--- src/rtl/mcpu_mem_arbiter.sv ---
// Shares the MCPU single-port program/data RAM between the CPU and an external host port.
// Fixed priority to the CPU, with the host forced through after HOST_MAX_WAIT lost arbitrations.
module mcpu_mem_arbiter #(
  parameter int WORD_SIZE     = 16,
  parameter int ADDR_SIZE     = 8,
  parameter int HOST_MAX_WAIT = 4
) (
  input  logic                 clk,
  input  logic                 reset,
  input  logic                 cpu_req,
  input  logic                 cpu_we,
  input  logic [ADDR_SIZE-1:0] cpu_addr,
  input  logic [WORD_SIZE-1:0] cpu_wdata,
  output logic                 cpu_gnt,
  output logic                 cpu_rvalid,
  output logic [WORD_SIZE-1:0] cpu_rdata,
  input  logic                 host_req,
  input  logic                 host_we,
  input  logic [ADDR_SIZE-1:0] host_addr,
  input  logic [WORD_SIZE-1:0] host_wdata,
  output logic                 host_gnt,
  output logic                 host_rvalid,
  output logic [WORD_SIZE-1:0] host_rdata,
  output logic                 ram_en,
  output logic                 ram_we,
  output logic [ADDR_SIZE-1:0] ram_addr,
  output logic [WORD_SIZE-1:0] ram_wdata,
  input  logic [WORD_SIZE-1:0] ram_rdata,
  output logic [2:0]           host_wait
);

  typedef enum logic [1:0] {
    IDLE    = 2'd0,
    ISSUE   = 2'd1,
    WAIT_RD = 2'd2
  } state_t;

  localparam logic [2:0] MAX_WAIT = 3'(HOST_MAX_WAIT);

  state_t                 state_q, state_d;
  logic                   win_host_q, win_host_d;
  logic                   cpu_gnt_q, cpu_gnt_d;
  logic                   host_gnt_q, host_gnt_d;
  logic                   cpu_rvalid_q, cpu_rvalid_d;
  logic                   host_rvalid_q, host_rvalid_d;
  logic [WORD_SIZE-1:0]   cpu_rdata_q, cpu_rdata_d;
  logic [WORD_SIZE-1:0]   host_rdata_q, host_rdata_d;
  logic                   ram_en_q, ram_en_d;
  logic                   ram_we_q, ram_we_d;
  logic [ADDR_SIZE-1:0]   ram_addr_q, ram_addr_d;
  logic [WORD_SIZE-1:0]   ram_wdata_q, ram_wdata_d;
  logic [2:0]             host_wait_q, host_wait_d;
  logic                   pick_host;

  always_comb begin
    state_d       = state_q;
    win_host_d    = win_host_q;
    cpu_gnt_d     = 1'b0;
    host_gnt_d    = 1'b0;
    cpu_rvalid_d  = 1'b0;
    host_rvalid_d = 1'b0;
    cpu_rdata_d   = cpu_rdata_q;
    host_rdata_d  = host_rdata_q;
    ram_en_d      = 1'b0;
    ram_we_d      = 1'b0;
    ram_addr_d    = ram_addr_q;
    ram_wdata_d   = ram_wdata_q;
    host_wait_d   = host_wait_q;
    pick_host     = host_req && (!cpu_req || (host_wait_q >= MAX_WAIT));

    case (state_q)
      IDLE: begin
        // Counter only survives a sample where the host asked and lost.
        if (host_req && cpu_req && !pick_host) begin
          host_wait_d = (host_wait_q == 3'd7) ? 3'd7 : host_wait_q + 3'd1;
        end else begin
          host_wait_d = 3'd0;
        end
        if (cpu_req || host_req) begin
          state_d     = ISSUE;
          win_host_d  = pick_host;
          cpu_gnt_d   = !pick_host;
          host_gnt_d  = pick_host;
          ram_en_d    = 1'b1;
          ram_we_d    = pick_host ? host_we    : cpu_we;
          ram_addr_d  = pick_host ? host_addr  : cpu_addr;
          ram_wdata_d = pick_host ? host_wdata : cpu_wdata;
        end
      end
      ISSUE: begin
        // ram_we_q still holds the latched direction of the access in flight.
        state_d = ram_we_q ? IDLE : WAIT_RD;
      end
      WAIT_RD: begin
        state_d = IDLE;
        if (win_host_q) begin
          host_rdata_d  = ram_rdata;
          host_rvalid_d = 1'b1;
        end else begin
          cpu_rdata_d  = ram_rdata;
          cpu_rvalid_d = 1'b1;
        end
      end
      default: state_d = IDLE;
    endcase
  end

  always_ff @(posedge clk or negedge reset) begin
    if (!reset) begin
      state_q       <= IDLE;
      win_host_q    <= 1'b0;
      cpu_gnt_q     <= 1'b0;
      host_gnt_q    <= 1'b0;
      cpu_rvalid_q  <= 1'b0;
      host_rvalid_q <= 1'b0;
      cpu_rdata_q   <= '0;
      host_rdata_q  <= '0;
      ram_en_q      <= 1'b0;
      ram_we_q      <= 1'b0;
      ram_addr_q    <= '0;
      ram_wdata_q   <= '0;
      host_wait_q   <= 3'd0;
    end else begin
      state_q       <= state_d;
      win_host_q    <= win_host_d;
      cpu_gnt_q     <= cpu_gnt_d;
      host_gnt_q    <= host_gnt_d;
      cpu_rvalid_q  <= cpu_rvalid_d;
      host_rvalid_q <= host_rvalid_d;
      cpu_rdata_q   <= cpu_rdata_d;
      host_rdata_q  <= host_rdata_d;
      ram_en_q      <= ram_en_d;
      ram_we_q      <= ram_we_d;
      ram_addr_q    <= ram_addr_d;
      ram_wdata_q   <= ram_wdata_d;
      host_wait_q   <= host_wait_d;
    end
  end

  assign cpu_gnt     = cpu_gnt_q;
  assign host_gnt    = host_gnt_q;
  assign cpu_rvalid  = cpu_rvalid_q;
  assign host_rvalid = host_rvalid_q;
  assign cpu_rdata   = cpu_rdata_q;
  assign host_rdata  = host_rdata_q;
  assign ram_en      = ram_en_q;
  assign ram_we      = ram_we_q;
  assign ram_addr    = ram_addr_q;
  assign ram_wdata   = ram_wdata_q;
  assign host_wait   = host_wait_q;

endmodule

--- config.mk ---
export PLATFORM = sky130hd
export DESIGN_NAME = mcpu_mem_arbiter
export DESIGN_NICKNAME = d
export VERILOG_FILES = /design/src/rtl/mcpu_mem_arbiter.sv
export SDC_FILE = /design/constraint.sdc
export NUM_CORES = 1
export LEC_CHECK = 0
export CORE_MARGIN = 5
export CORE_UTILIZATION = 41
export CTS_BUF_LIST = sky130_fd_sc_hd__clkbuf_16
export DETAILED_ROUTE_END_ITERATION = 8
export MAX_ROUTING_LAYER = met4
export PLACE_DENSITY_LB_ADDON = 0.25
export RECOVER_POWER = 100
export SETUP_SLACK_MARGIN = 0.4
export SKIP_CTS_REPAIR_TIMING = 1
export SYNTH_ARGS = -nofsm -noshare
export SYNTH_HDL_FRONTEND = slang
export SYNTH_SLANG_ARGS = --single-unit
--- constraint.sdc ---
create_clock -name clk -period 1.7 [get_ports clk]
set_input_delay 0.17 -clock clk [delete_from_list [all_inputs] [get_ports clk]]
set_output_delay 0.17 -clock clk [all_outputs]
set_load 0.02 [all_outputs]
==> results.json, run 1 <==
{
  "cts_tree": "done",
  "synth-main-ff-cell": "dfrtp_1",
  "place_congestion": 0.805,
  "regToRegSetupSlack_ns": 0.23,
  "yosysUniqueCellTypes": 30,
  "fin_util": 0.649,
  "start_util": 0.424,
  "path_delay_family": "flip-flops",
  "vias_per_cell": 5.27,
  "r2r-start": "state_q[0]$_DFFE_PN0P_",
  "setup_tns_ns": 0,
  "synth_nets": 315,
  "row_count": 30,
  "critical_path_buf_inv_count": 2,
  "grt_usage": 0.197,
  "worstPathRequired_ns": 1.90,
  "synthAdderAreaFrac": 0.00432,
  "r2r-end": "cpu_rdata[13]$_DFFE_PN0P_",
  "dr.pass1.iters": 4,
  "finalClockSkew_ns": 0.00456,
  "io_buffers": 134,
  "arrival_ns": 1.68,
  "period_share": 0.867,
  "path_cells": "nor3b_4 > clkbuf_1 > clkbuf_16 > mux2_4",
  "start_kind": "flop",
  "syn_area_um2": 2900,
  "finalHoldViolCount": 0,
  "final_common_cell": "clkbuf_1",
  "postRouteAntennaNets": 0,
  "synth_edf_count": 0,
  "layout_min_cycle_time_ns": 1.47,
  "layout-area-overhead-vs-synth_pct": 53.0,
  "critPathLaunch": "state_q[0]$_DFFE_PN0P_",
  "cts_root_buf": "clkbuf_16",
  "hp-class": "in2reg",
  "fmax_mhz": 678,
  "critical_path_class": "reg2reg",
  "drtIter0Drc": 99,
  "muxShareOfSynthArea": 0.136,
  "async_flop_share": 1.00,
  "max_stage_delay_ns": 0.46,
  "synthCells": 244,
  "numCtsBuffers": 9,
  "synth-simple-area-share": 0.0820,
  "routedWlPerCell_um": 18.1,
  "insertion_delay_ns": 0.32,
  "clock-sinks": 68,
  "synth_top_family_by_area": "compound AO/OA/AOI/OAI gates",
  "final_layout_size_suffix_gt1_frac": 0.185,
  "synth_compound_area_frac": 0.149,
  "crit_fanout": 8,
  "synth-xor-area-share": 0,
  "diodes": 0,
  "dp_hpwl_um": 5690,
  "synth-seq-cells": 68,
  "rsz0062_at_grt": "true",
  "final_cell_mix": "68 x clkbuf_1, 66 x clkdlybuf4s50_1, 65 x dfrtp_1",
  "power_density_nw_per_um2": 1940,
  "die_h_um": 94.1,
  "critPathSlowestCell": "dfrtp_1",
  "drv_cap": 0,
  "core_um2": 6830,
  "route.vias.total": 2586,
  "grt_max_degree": 69,
  "r2r_cells": 4,
  "grt_overflow": 0,
  "die_x_um": 94.1,
  "worstHoldPathCells": 3,
  "clock_path_buffers": 2,
  "grt_pass1_vias": 2605,
  "clk_transition_reported_paths_ns": 0.05,
  "io_pins": 135,
  "antenna_found_initial": 0,
  "h-tree-depth": 3,
  "wl_um": 8880,
  "hold_path_end": "host_wait[0]$_DFFE_PN0P_",
  "final_nets": 461,
  "yosys_warnings": 0,
  "drc": 0,
  "tightest_slew_ns": 0.889,
  "yosysSeqAreaShare": 0.587,
  "setup_viol": 0,
  "hp-start": "cpu_req",
  "slew_headroom": 0.407,
  "avgSynthCellArea_um2": 11.9,
  "dieArea_um2": 8850,
  "drv_slew": 0,
  "endpoint_kind": "flop",
  "ir_drop_mv": 0.853,
  "status": "completed",
  "cellLeakagePower_nw": 1.82,
  "grt_pass1_wl_um": 13000
}
how the worst max path moves through the flow:
stage,end,slack [ns],depth (start not counted)
6_report,cpu_rdata[13]$_DFFE_PN0P_,0.23,4
5_1_grt,cpu_rdata[13]$_DFFE_PN0P_,0.17,4
4_1_cts,host_wait[2],0.11,1
3_5_place_dp,ram_wdata[11]$_DFFE_PN0P_,0.003,4
3_3_place_gp,win_host_q$_DFFE_PN0P_,0.06,4
2_1_floorplan,cpu_rdata[10]$_DFFE_PN0P_,0.30,3
flip-flops by register name, indices dropped and copies added (netlist names), 2 cells and up:
| register | count |
|---|---|
| ram_wdata | 16 |
| host_rdata | 16 |
| state_q | 2 |
| host_wait | 3 |
| cpu_rdata | 16 |
| ram_addr | 8 |
area by class of cell:
| class | instances | area (µm²) |
|---|---|---|
| Multi-Input combinational cell | 153 | 1090 |
| Sequential cell | 68 | 1710 |
| Clock buffer | 9 | 225 |
| Timing Repair inverter | 2 | 15.0 |
| Clock inverter | 7 | 116 |
| Fill cell | 588 | 2400 |
| Tap cell | 96 | 120 |
| Timing Repair Buffer | 152 | 1140 |
| Inverter | 4 | 23.8 |
worst min-delay path, delay by kind of cell:
kind | cells | cell delay, ns
buffers and inverters | 1 | 0.18
and+or+nand+nor | 1 | 0.11
AOI/OAI and AO/OA | 1 | 0.06
through the flow:
stage	power (mW)	area (µm²)	setup slack [ns]	hold WS, ns	instances
2_1_floorplan	5.13	2900	0.295	-0.126	244
3_3_place_gp	7.14	4370	0.0554	0.218	464
3_5_place_dp	7.24	4370	0.00300	0.218	464
4_1_cts	9.38	4710	0.109	-0.129	480
5_1_grt	9.09	4430	0.171	0.274	491
6_report	8.60	4430	0.226	0.249	491
cells in the mapped netlist (all sizes together), types with 2 or more instances:
library cell / instances / area share
dfrtp: 68 / 0.59
mux2: 32 / 0.14
o21ai: 27 / 0.047
a21oi: 26 / 0.045
nand3: 26 / 0.045
a31oi: 24 / 0.052
buf: 11 / 0.026
clkbuf: 8 / 0.010
inv: 4 / 0.0052
nand2: 4 / 0.0060
nor3b: 2 / 0.0091
or2: 2 / 0.0043
layer usage:
layer  share of wire  vias up  global-route usage
met2            0.48      148               0.286
met5               0        -                   -
met4           0.018        0              0.0806
li1                -     1192                   -
met3            0.10       15              0.0561
met1            0.40     1231               0.261
report_power, final:
part	switching [mW]	internal, mW
registers	0.458	2.41
logic	2.20	1.41
clock network	0.681	1.43
cells by family (layout without fill, tap and decap cells):
logic type | Yosys count | in the layout
AOI/OAI and AO/OA | 79 | 79
DFF | 68 | 68
and+or+nand+nor | 41 | 41
muxes | 32 | 32
buffers and inverters | 23 | 174
adders and majority gates | 1 | 1
(Power assumes the default switching activity.)
==> run 2, diff against run 1 <==
- clock period: 1.7 -> 1.47 ns (I/O delays scaled with it)
==> results.json, run 2 (synthesis results as in run 1) <==
{
  "core_um2": 6830,
  "grt_pass1_wl_um": 13200,
  "final_nets": 467,
  "die_h_um": 94.1,
  "drtIter0Drc": 163,
  "antenna_found_initial": 0,
  "grt_max_degree": 36,
  "drc": 0,
  "slew_headroom": 0.612,
  "setup_viol": 0,
  "clock_path_buffers": 2,
  "critical_path_class": "reg2reg",
  "clk_transition_reported_paths_ns": 0.05,
  "dr.pass1.iters": 4,
  "arrival_ns": 1.61,
  "dieArea_um2": 8850,
  "cts_root_buf": "clkbuf_16",
  "io_buffers": 134,
  "fillers": 555,
  "dp_hpwl_um": 5900,
  "die_x_um": 94.1,
  "grt_usage": 0.200,
  "numCtsBuffers": 9,
  "io_pins": 135,
  "cts_tree": "done",
  "endpoint_kind": "flop",
  "power_density_nw_per_um2": 2190,
  "period_share": 0.951,
  "fmax_mhz": 715,
  "rsz0062_at_grt": "true",
  "row_count": 30,
  "vias_per_cell": 5.26,
  "h-tree-depth": 3,
  "final_layout_size_suffix_gt1_frac": 0.224,
  "status": "completed",
  "start_util": 0.424,
  "finalHoldViolCount": 0,
  "layout_min_cycle_time_ns": 1.40,
  "final_common_cell": "clkdlybuf4s50_1",
  "insertion_delay_ns": 0.33,
  "fin_util": 0.667,
  "design_area_um2": 4560,
  "place_congestion": 0.778,
  "start_kind": "flop",
  "route.vias.total": 2616,
  "wl_um": 9000,
  "hp-class": "in2async",
  "crit_fanout": 8,
  "tightest_slew_ns": 0.583,
  "ir_drop_mv": 0.734,
  "finalClockSkew_ns": 0.00293,
  "layout-area-overhead-vs-synth_pct": 57.2,
  "clock-sinks": 68,
  "grt_pass1_vias": 2611,
  "routedWlPerCell_um": 18.1,
  "cellLeakagePower_nw": 1.86,
  "grt_overflow": 0,
  "postRouteAntennaNets": 0,
  "drv_slew": 0,
  "final_cell_mix": "68 x clkdlybuf4s50_1, 67 x clkbuf_1, 66 x dfrtp_1",
  "worstPathRequired_ns": 1.68,
  "diodes": 0,
  "drv_cap": 0,
  "placed_area_um2": 4430
}
-- run 2: cell count changes in the layout (fill, tap and decap cells not counted), moves of 2 or more --
cell,change
buf_4,+3
mux2_2,-5
mux2_4,+4
clkinv_1,+2
o21ai_1,-11
dlymetal6s2s_1,-2
clkdlybuf4s50_1,+2
o21ai_2,+10
clkbuf_2,+2
buf_6,+2
-- run 2: through the flow --
| step | worst slack, ns | std cells | hold WS [ns] | TNS (ns) | power, mW |
|---|---|---|---|---|---|
| final | 0.0716 | 497 | 0.341 | 0 | 9.98 |
| after global routing | 0.00496 | 497 | 0.393 | 0 | 10.5 |
| after CTS | -0.0371 | 486 | -0.318 | -0.0647 | 10.7 |
| after detailed placement | -0.106 | 470 | 0.0228 | -1.96 | 8.43 |
| after global placement | -0.0312 | 470 | 0.0209 | -0.649 | 8.31 |
| after floorplan | 0.0652 | 244 | -0.149 | 0 | 5.95 |
-- run 2: final cells by class --
class                           instances  area, µm²  area share
Inverter                                4       27.5     0.00604
Timing Repair Buffer                  160       1230       0.269
Clock buffer                            9        225      0.0494
Multi-Input combinational cell        153       1160       0.255
Clock inverter                          7       91.3      0.0200
Tap cell                               96        120      0.0264
Sequential cell                        68       1700       0.374
-- run 2: path summary, 6_finish.rpt --
path,start,to,slack [ns],cells past startpoint
max in group asynchronous,reset,host_wait[2]$_DFFE_PN0P_,0.28,3
min,reset,host_rdata[2]$_DFFE_PN0P_,0.34,2
max reg2reg,state_q[0]$_DFFE_PN0P_,cpu_rdata[10]$_DFFE_PN0P_,0.07,4
min in group clk,cpu_wdata[6],ram_wdata[6]$_DFFE_PN0P_,0.39,3
max,state_q[0]$_DFFE_PN0P_,cpu_rdata[10]$_DFFE_PN0P_,0.07,4
min reg2reg,ram_we$_DFF_PN0_,state_q[1]$_DFFE_PN0P_,0.42,1
-- run 2: power breakdown --
part | switching (mW) | internal [mW] | total [mW]
registers | 0.535 | 2.79 | 3.32
logic | 2.61 | 1.80 | 4.41
clock network | 0.774 | 1.47 | 2.25
-- run 2: worst max-delay path, cell delays in order, from the launching register on --
cell,delay [ns]
dfrtp_1,0.45
nor3b_4,0.23
buf_6,0.15
clkbuf_16,0.16
mux2_4,0.30
-- run 2: routing by layer --
metal / vias to the layer above / global-route usage / part of all wire
met2: 139 / 0.312 / 0.49
met3: 9 / 0.0553 / 0.090
met4: 0 / 0.0722 / 0.013
met5: - / - / 0
met1: 1257 / 0.251 / 0.41
li1: 1211 / - / -
